`src/rtl/conv1d_pkg.sv`:
```
// Shared types, saturation limits and the requantise helper for the sequential conv1d layer.
// Latency: none (types and functions only); no backpressure.
package conv1d_pkg;

  localparam int PKG_DW    = 8;
  localparam int PKG_ACC_W = 24;

  typedef logic signed [PKG_DW-1:0]    data_t;
  typedef logic signed [PKG_ACC_W-1:0] acc_t;

  localparam acc_t SAT_MAX = acc_t'(127);
  localparam acc_t SAT_MIN = -acc_t'(127);

  typedef enum logic [1:0] {
    ST_IDLE,
    ST_MAC,
    ST_REQ,
    ST_DONE
  } state_t;

  // Floor shift, then clamp symmetrically so -128 is never produced.
  function automatic data_t sat_shift(input acc_t a, input int unsigned shift);
    acc_t r;
    r = a >>> shift;
    if (r > SAT_MAX) return data_t'(SAT_MAX);
    if (r < SAT_MIN) return data_t'(SAT_MIN);
    return r[PKG_DW-1:0];
  endfunction

endpackage

```
`src/rtl/conv1d_layer_seq_if.sv`:
```
// Window-in / result-out valid-ready bundle; master is the upstream/downstream side, slave is the layer.
// Latency: none (wires only); backpressure carried by in_ready and out_ready.
interface conv1d_layer_seq_if #(
  parameter int IN_CH  = 4,
  parameter int KSIZE  = 5,
  parameter int OUT_CH = 8,
  parameter int DW     = 8
);

  logic                        in_valid;
  logic                        in_ready;
  logic [IN_CH*KSIZE*DW-1:0]   in_data;
  logic                        out_valid;
  logic                        out_ready;
  logic [OUT_CH*DW-1:0]        out_data;

  modport master (
    output in_valid, in_data, out_ready,
    input  in_ready, out_valid, out_data
  );

  modport slave (
    input  in_valid, in_data, out_ready,
    output in_ready, out_valid, out_data
  );

endinterface

```
`src/rtl/conv1d_wmem.sv`:
```
// Single-port weight RAM: one shared address for write (while idle) and combinational read.
// Latency: read 0 cycles, write lands on the next edge; no backpressure, caller owns the port.
module conv1d_wmem
  import conv1d_pkg::*;
#(
  parameter int AW = 8,
  parameter int DW = PKG_DW
) (
  input  logic          clk,
  input  logic          we,
  input  logic [AW-1:0] addr,
  input  logic [DW-1:0] wdata,
  output logic [DW-1:0] rdata
);

  logic [DW-1:0] mem_q [2**AW];

  always_ff @(posedge clk) begin
    if (we) mem_q[addr] <= wdata;
  end

  assign rdata = mem_q[addr];

endmodule

```
`src/rtl/conv1d_layer_seq.sv`:
```
// Time-multiplexed conv1d: one MAC per cycle, then bias, floor shift, symmetric sat (ReLU clamp if CONV1D_RELU_EN).
// Result OUT_CH*(IN_CH*KSIZE+1) enabled cycles after accept; in_ready low until out_ready takes it; en low freezes all.
module conv1d_layer_seq
  import conv1d_pkg::*;
#(
  parameter int IN_CH  = 4,
  parameter int OUT_CH = 8,
  parameter int KSIZE  = 5,
  parameter int DW     = PKG_DW,
  parameter int ACC_W  = PKG_ACC_W,
  parameter int SHIFT  = 9,
  localparam int WAW   = $clog2(OUT_CH*IN_CH*KSIZE),
  localparam int BAW   = (OUT_CH > 1) ? $clog2(OUT_CH) : 1
) (
  input  logic                    clk,
  input  logic                    rst,
  input  logic                    en,
  conv1d_layer_seq_if.slave       bus,
  input  logic                    w_we,
  input  logic [WAW-1:0]          w_addr,
  input  logic signed [DW-1:0]    w_data,
  input  logic                    b_we,
  input  logic [BAW-1:0]          b_addr,
  input  logic signed [ACC_W-1:0] b_data,
  output logic                    busy
);

  localparam int IW = (IN_CH > 1) ? $clog2(IN_CH) : 1;
  localparam int KW = (KSIZE > 1) ? $clog2(KSIZE) : 1;

  state_t                    state_q;
  logic [IN_CH*KSIZE*DW-1:0] x_q;
  logic [BAW-1:0]            o_q;
  logic [IW-1:0]             i_q;
  logic [KW-1:0]             k_q;
  logic [WAW-1:0]            wa_q;
  logic signed [ACC_W-1:0]   acc_q;
  logic [OUT_CH*DW-1:0]      out_q;
  logic                      in_rdy_q;
  logic                      out_vld_q;
  logic                      busy_q;
  logic signed [ACC_W-1:0]   bias_q [2**BAW];

  logic                      is_idle;
  logic [WAW-1:0]            mem_addr;
  logic [DW-1:0]             w_rd;
  logic signed [DW-1:0]      x_tap;
  logic signed [2*DW-1:0]    prod;
  logic signed [ACC_W-1:0]   acc_d;
  data_t                     res_d;
  logic                      last_k;
  logic                      last_i;
  logic                      last_o;

  assign is_idle = (state_q == ST_IDLE);

  // Weight order (o,i,k) matches the MAC walk, so a linear counter is the read address.
  assign mem_addr = is_idle ? w_addr : wa_q;

  conv1d_wmem #(
    .AW (WAW),
    .DW (DW)
  ) u_wmem (
    .clk   (clk),
    .we    (en && w_we && is_idle),
    .addr  (mem_addr),
    .wdata (w_data),
    .rdata (w_rd)
  );

  always_ff @(posedge clk) begin
    if (en && b_we && is_idle) bias_q[b_addr] <= b_data;
  end

  assign x_tap  = x_q[(int'(i_q)*KSIZE + int'(k_q))*DW +: DW];
  assign prod   = x_tap * $signed(w_rd);
  assign acc_d  = acc_q + {{(ACC_W-2*DW){prod[2*DW-1]}}, prod};
  assign last_k = (k_q == KW'(KSIZE-1));
  assign last_i = (i_q == IW'(IN_CH-1));
  assign last_o = (o_q == BAW'(OUT_CH-1));

  always_comb begin
    res_d = sat_shift(acc_q + bias_q[o_q], SHIFT);
`ifdef CONV1D_RELU_EN
    if (res_d < 0) res_d = '0;
`endif
  end

  always_ff @(posedge clk or negedge rst) begin
    if (!rst) begin
      state_q   <= ST_IDLE;
      x_q       <= '0;
      o_q       <= '0;
      i_q       <= '0;
      k_q       <= '0;
      wa_q      <= '0;
      acc_q     <= '0;
      out_q     <= '0;
      in_rdy_q  <= 1'b1;
      out_vld_q <= 1'b0;
      busy_q    <= 1'b0;
    end else if (en) begin
      unique case (state_q)
        ST_IDLE: begin
          if (bus.in_valid) begin
            x_q      <= bus.in_data;
            acc_q    <= '0;
            o_q      <= '0;
            i_q      <= '0;
            k_q      <= '0;
            wa_q     <= '0;
            in_rdy_q <= 1'b0;
            busy_q   <= 1'b1;
            state_q  <= ST_MAC;
          end
        end
        ST_MAC: begin
          acc_q <= acc_d;
          wa_q  <= wa_q + 1'b1;
          if (last_k) begin
            k_q <= '0;
            if (last_i) begin
              i_q     <= '0;
              state_q <= ST_REQ;
            end else begin
              i_q <= i_q + 1'b1;
            end
          end else begin
            k_q <= k_q + 1'b1;
          end
        end
        ST_REQ: begin
          out_q[int'(o_q)*DW +: DW] <= res_d;
          acc_q <= '0;
          if (last_o) begin
            out_vld_q <= 1'b1;
            state_q   <= ST_DONE;
          end else begin
            o_q     <= o_q + 1'b1;
            state_q <= ST_MAC;
          end
        end
        ST_DONE: begin
          if (bus.out_ready) begin
            out_vld_q <= 1'b0;
            in_rdy_q  <= 1'b1;
            busy_q    <= 1'b0;
            state_q   <= ST_IDLE;
          end
        end
        default: state_q <= ST_IDLE;
      endcase
    end
  end

  assign bus.in_ready  = in_rdy_q;
  assign bus.out_valid = out_vld_q;
  assign bus.out_data  = out_q;
  assign busy          = busy_q;

endmodule

```
`src/flat_wrapper.sv`:
```
// flat-port wrapper written by rule: the top's interface ports become plain ports
module conv1d_layer_seq_flat import conv1d_pkg::*;
#(
  parameter int IN_CH  = 4,
  parameter int OUT_CH = 8,
  parameter int KSIZE  = 5,
  parameter int DW     = PKG_DW,
  parameter int ACC_W  = PKG_ACC_W,
  parameter int SHIFT  = 9,
  localparam int WAW   = $clog2(OUT_CH*IN_CH*KSIZE),
  localparam int BAW   = (OUT_CH > 1) ? $clog2(OUT_CH) : 1
)
  (clk, rst, en, w_we, w_addr, w_data, b_we, b_addr, b_data, busy, bus_in_valid, bus_in_data, bus_out_ready, bus_in_ready, bus_out_valid, bus_out_data);
  conv1d_layer_seq_if #(.IN_CH(IN_CH), .KSIZE(KSIZE), .OUT_CH(OUT_CH), .DW(DW)) bus_i ();
  input  logic clk;
  input  logic rst;
  input  logic en;
  input  logic w_we;
  input  logic [WAW-1:0] w_addr;
  input  logic signed [DW-1:0] w_data;
  input  logic b_we;
  input  logic [BAW-1:0] b_addr;
  input  logic signed [ACC_W-1:0] b_data;
  output logic busy;
  input wire logic [$bits(bus_i.in_valid)-1:0] bus_in_valid;
  input wire logic [$bits(bus_i.in_data)-1:0] bus_in_data;
  input wire logic [$bits(bus_i.out_ready)-1:0] bus_out_ready;
  output wire logic [$bits(bus_i.in_ready)-1:0] bus_in_ready;
  output wire logic [$bits(bus_i.out_valid)-1:0] bus_out_valid;
  output wire logic [$bits(bus_i.out_data)-1:0] bus_out_data;
  assign bus_i.in_valid = bus_in_valid;
  assign bus_i.in_data = bus_in_data;
  assign bus_i.out_ready = bus_out_ready;
  assign bus_in_ready = bus_i.in_ready;
  assign bus_out_valid = bus_i.out_valid;
  assign bus_out_data = bus_i.out_data;
  conv1d_layer_seq #(.IN_CH(IN_CH), .OUT_CH(OUT_CH), .KSIZE(KSIZE), .DW(DW), .ACC_W(ACC_W), .SHIFT(SHIFT)) u_core (.clk(clk), .rst(rst), .en(en), .bus(bus_i), .w_we(w_we), .w_addr(w_addr), .w_data(w_data), .b_we(b_we), .b_addr(b_addr), .b_data(b_data), .busy(busy));
endmodule
```
`config.mk`:
```
export PLATFORM = sky130hd
export DESIGN_NAME = conv1d_layer_seq_flat
export DESIGN_NICKNAME = d
export VERILOG_FILES = /design/src/rtl/conv1d_pkg.sv /design/src/rtl/conv1d_layer_seq_if.sv /design/src/rtl/conv1d_wmem.sv /design/src/rtl/conv1d_layer_seq.sv /design/src/flat_wrapper.sv
export SDC_FILE = /design/constraint.sdc
export NUM_CORES = 2
export LEC_CHECK = 0
export CAP_MARGIN = 20
export CELL_PAD_IN_SITES_DETAIL_PLACEMENT = 0
export CELL_PAD_IN_SITES_GLOBAL_PLACEMENT = 1
export CORE_ASPECT_RATIO = 0.75
export CORE_UTILIZATION = 50
export CTS_CLUSTER_DIAMETER = 80
export DETAILED_ROUTE_END_ITERATION = 8
export PLACE_DENSITY_LB_ADDON = 0.2
export SLEW_MARGIN = 20
export SYNTH_ARGS = -nofsm -noshare
export SYNTH_HDL_FRONTEND = slang
export SYNTH_SLANG_ARGS = --single-unit
export TNS_END_PERCENT = 1
```
`constraint.sdc`:
```
create_clock -name clk -period 22.2 [get_ports clk]
set_input_delay 4.44 -clock clk [delete_from_list [all_inputs] [get_ports clk]]
set_output_delay 4.44 -clock clk [all_outputs]
set_load 0.05 [all_outputs]
```
==> impl_metrics.json <==
{
  "status": "finished clean",
  "synthMuxAreaShare_pct": 4.387,
  "final_nets": 6912,
  "grt-ovfl-total": 0,
  "clockBufferDepth": 3,
  "synthAdderAreaFrac_pct": 2.265,
  "hold_path_class": "reg2reg",
  "cp_max_fo": 130,
  "ant_nets": 0,
  "netlist_area_sq_um": 99340,
  "max_cap_violations": 0,
  "ys_seq_elements": 2509,
  "cts_sinks": 2509,
  "synth.most_common_cell": "edfxtp_1",
  "hold_violations": 0,
  "synth-async-reset-ratio_pct": 10.72,
  "grt_pass1_wl_um": 410100,
  "crit_path_end": "u_core.acc_q[23]",
  "grt_pass1_vias": 58527,
  "use_met1_pct": 43.22,
  "synth-seq-area-share_pct": 74.49,
  "globalplace.congestion": 0.8713,
  "rr_startpoint": "u_core.state_q[0]",
  "track_usage_pct": 27.94,
  "fin_skew_ps": 45.24,
  "postPlaceCellArea_sq_um": 104900,
  "synth_top_family_by_area": "compound AO/OA/AOI/OAI gates",
  "fin_cells": 9401,
  "die_area_sq_um": 200500,
  "cts_tree": "done",
  "synthesis.nets": 6696,
  "fin_area_sq_um": 112100,
  "worstReg2RegEnd": "u_core.acc_q[23]",
  "cp-startpoint": "w_addr[1]",
  "dieHeight_um": 388.0,
  "rrSetupSlack_ps": 9480,
  "fmax_mhz": 63.77,
  "synth_ff_type": "edfxtp_1",
  "use_met3_pct": 6.258,
  "dp_hpwl_um": 165600,
  "slew_headroom_pct": 18.08,
  "finalCritPeriodShare_pct": 70.64,
  "dr.pass1.iters": 7,
  "die_w_um": 516.7,
  "cp.required_ps": 22920,
  "yosys-top-cells-count": "2,240 x edfxtp_1, 1,031 x o22ai_1, 472 x nor3_1",
  "slowest_stage": "buf_4",
  "coreArea_sq_um": 197200,
  "viasPerCell": 6.438,
  "synth_compound_area_share_pct": 10.30,
  "synthXorXnorAreaFrac_pct": 0.4056,
  "slew_violations": 0,
  "path_class": "in2reg",
  "yosys-top-cells-area": "edfxtp_1 68%, dfrtp_1 6.8%, o22ai_1 6.5%, nor3_1 2.4%, mux4_2 2.1%",
  "fp-row-count": 141,
  "top_usage_layer": "met1",
  "cts_max_level": 4,
  "initial_core_util_pct": 50.37,
  "ys_types": 85,
  "finalSetupViolCount": 0,
  "ctsResizeCount": 0,
  "first_iter_violations": 8109,
  "drt_wl_total_um": 282500,
  "grt_max_degree": 135,
  "slowest_delay_ps": 720,
  "r2r_cells": 36,
  "cts_buffers": 226,
  "setup_tns_ps": 0,
  "rsz0062_at_grt": "false",
  "synth_top_area_share_pct": 67.71,
  "synth_simple_gate_area_share_pct": 5.908,
  "syn_inst": 6341,
  "drive_above_1_share_pct": 11.61,
  "place_inst": 8974,
  "avgRoutedWirePerCell_um": 30.05,
  "insertion_delay_ps": 870,
  "synthToLayoutAreaGrowth_pct": 12.88,
  "clk_pin_slew_ps": 70,
  "vias": 60528,
  "antenna_found_initial": 16,
  "yosysWarnings": 0,
  "post-route-min-period_ps": 15680,
  "io_pins": 277,
  "cts_hold_buf": 0,
  "startpoint_type": "input pin",
  "cp-end-kind": "flip-flop",
  "drc": 0,
  "grt_use_met2_pct": 40.36,
  "postCtsSetupRepairBufs": 0,
  "worst_pin_slew_ps": 1223,
  "portBuffers": 276,
  "synth.largest_area_cell": "edfxtp_1",
  "crit_arrival_ps": 16400,
  "cts_root_buf": "clkbuf_16",
  "postSynthAreaPerCell_sq_um": 15.67,
  "synth_edf_count": 2240
}
per-layer routing:
layer  wire [um]  vias up
met5          13        -
li1            -    25969
met3       29110      370
met2      125300     3043
met1      122400    31144
met4        5675        2
cells by family (layout without fill, tap and decap cells):
family	Yosys count	count (layout)
compound gates	1567	1567
xor+xnor	46	46
fa+ha+maj	145	145
buf+inv	527	933
flops	2509	2509
mux	299	299
other cells	0	9
simple gates	1248	1248
stage by stage:
stage | util (%) | hold slack (ps) | setup WS [ps]
after floorplan | - | 475.2 | 9307
after global placement | 53.20 | 458.8 | 5593
after detailed placement | 53.20 | 469.8 | 5601
after CTS | 56.83 | 480.6 | 6407
after global routing | 56.85 | 516.2 | 5736
final | 56.85 | 479.8 | 6519
worst min path at each step:
| stage | start | cells past startpoint | endpoint |
|---|---|---|---|
| finish | u_core.bus.in_ready | 2 | u_core.bus.in_ready |
| global route | u_core.x_q[25] | 1 | u_core.x_q[25] |
| CTS | u_core.bus.in_ready | 2 | u_core.bus.in_ready |
| floorplan | u_core.x_q[112] | 1 | u_core.x_q[112] |
| global placement | u_core.bus.in_ready | 2 | u_core.bus.in_ready |
| detailed placement | u_core.bus.out_data[15] | 2 | u_core.bus.out_data[15] |
worst max-delay path, delay by kind of cell:
family	cells	cell delay [ps]
buf+inv	8	2610
fa+ha+maj	6	2710
simple gates	6	1740
compound gates	15	4090
xor+xnor	2	730
area by class of cell:
class                           instances  area (sq um)
Antenna cell                            9         22.52
Fill cell                           15507         85100
Timing Repair Buffer                  402          3910
Clock inverter                        140          1219
Clock buffer                          278          5929
Tap cell                             2645          3309
Inverter                              113         424.2
Sequential cell                      2509         74000
Multi-Input combinational cell       3305         23320
flip-flops by register name, summed over array words and instances, names as in the netlist, 3 cells and up:
register / flops
u_core.o_q: 3
u_core.k_q: 3
u_core.bias_q: 192
u_core.u_wmem.mem_q: 2048
u_core.bus.out_data: 64
u_core.x_q: 160
u_core.wa_q: 8
u_core.acc_q: 24
cells in the final DEF, fill, tap and decap left out, drive strengths merged, types with 41 or more instances in the layout:
master and n:
inv 121, nand3 41, mux2 181, fa 58, clkbuf 286, o22ai 1031
a21oi 41, nand2 178, o311ai 91, mux4 91, buf 127, o21ai 197
ha 87, nor2 374, edfxtp 2240, clkinv 113, clkdlybuf4s50 267, a22o 44
nor3 472, or3 49, dfrtp 268
Power is left out: the tool's default activity adds up to more than one toggle a clock period on the data nets, which glitch-free logic cannot reach.
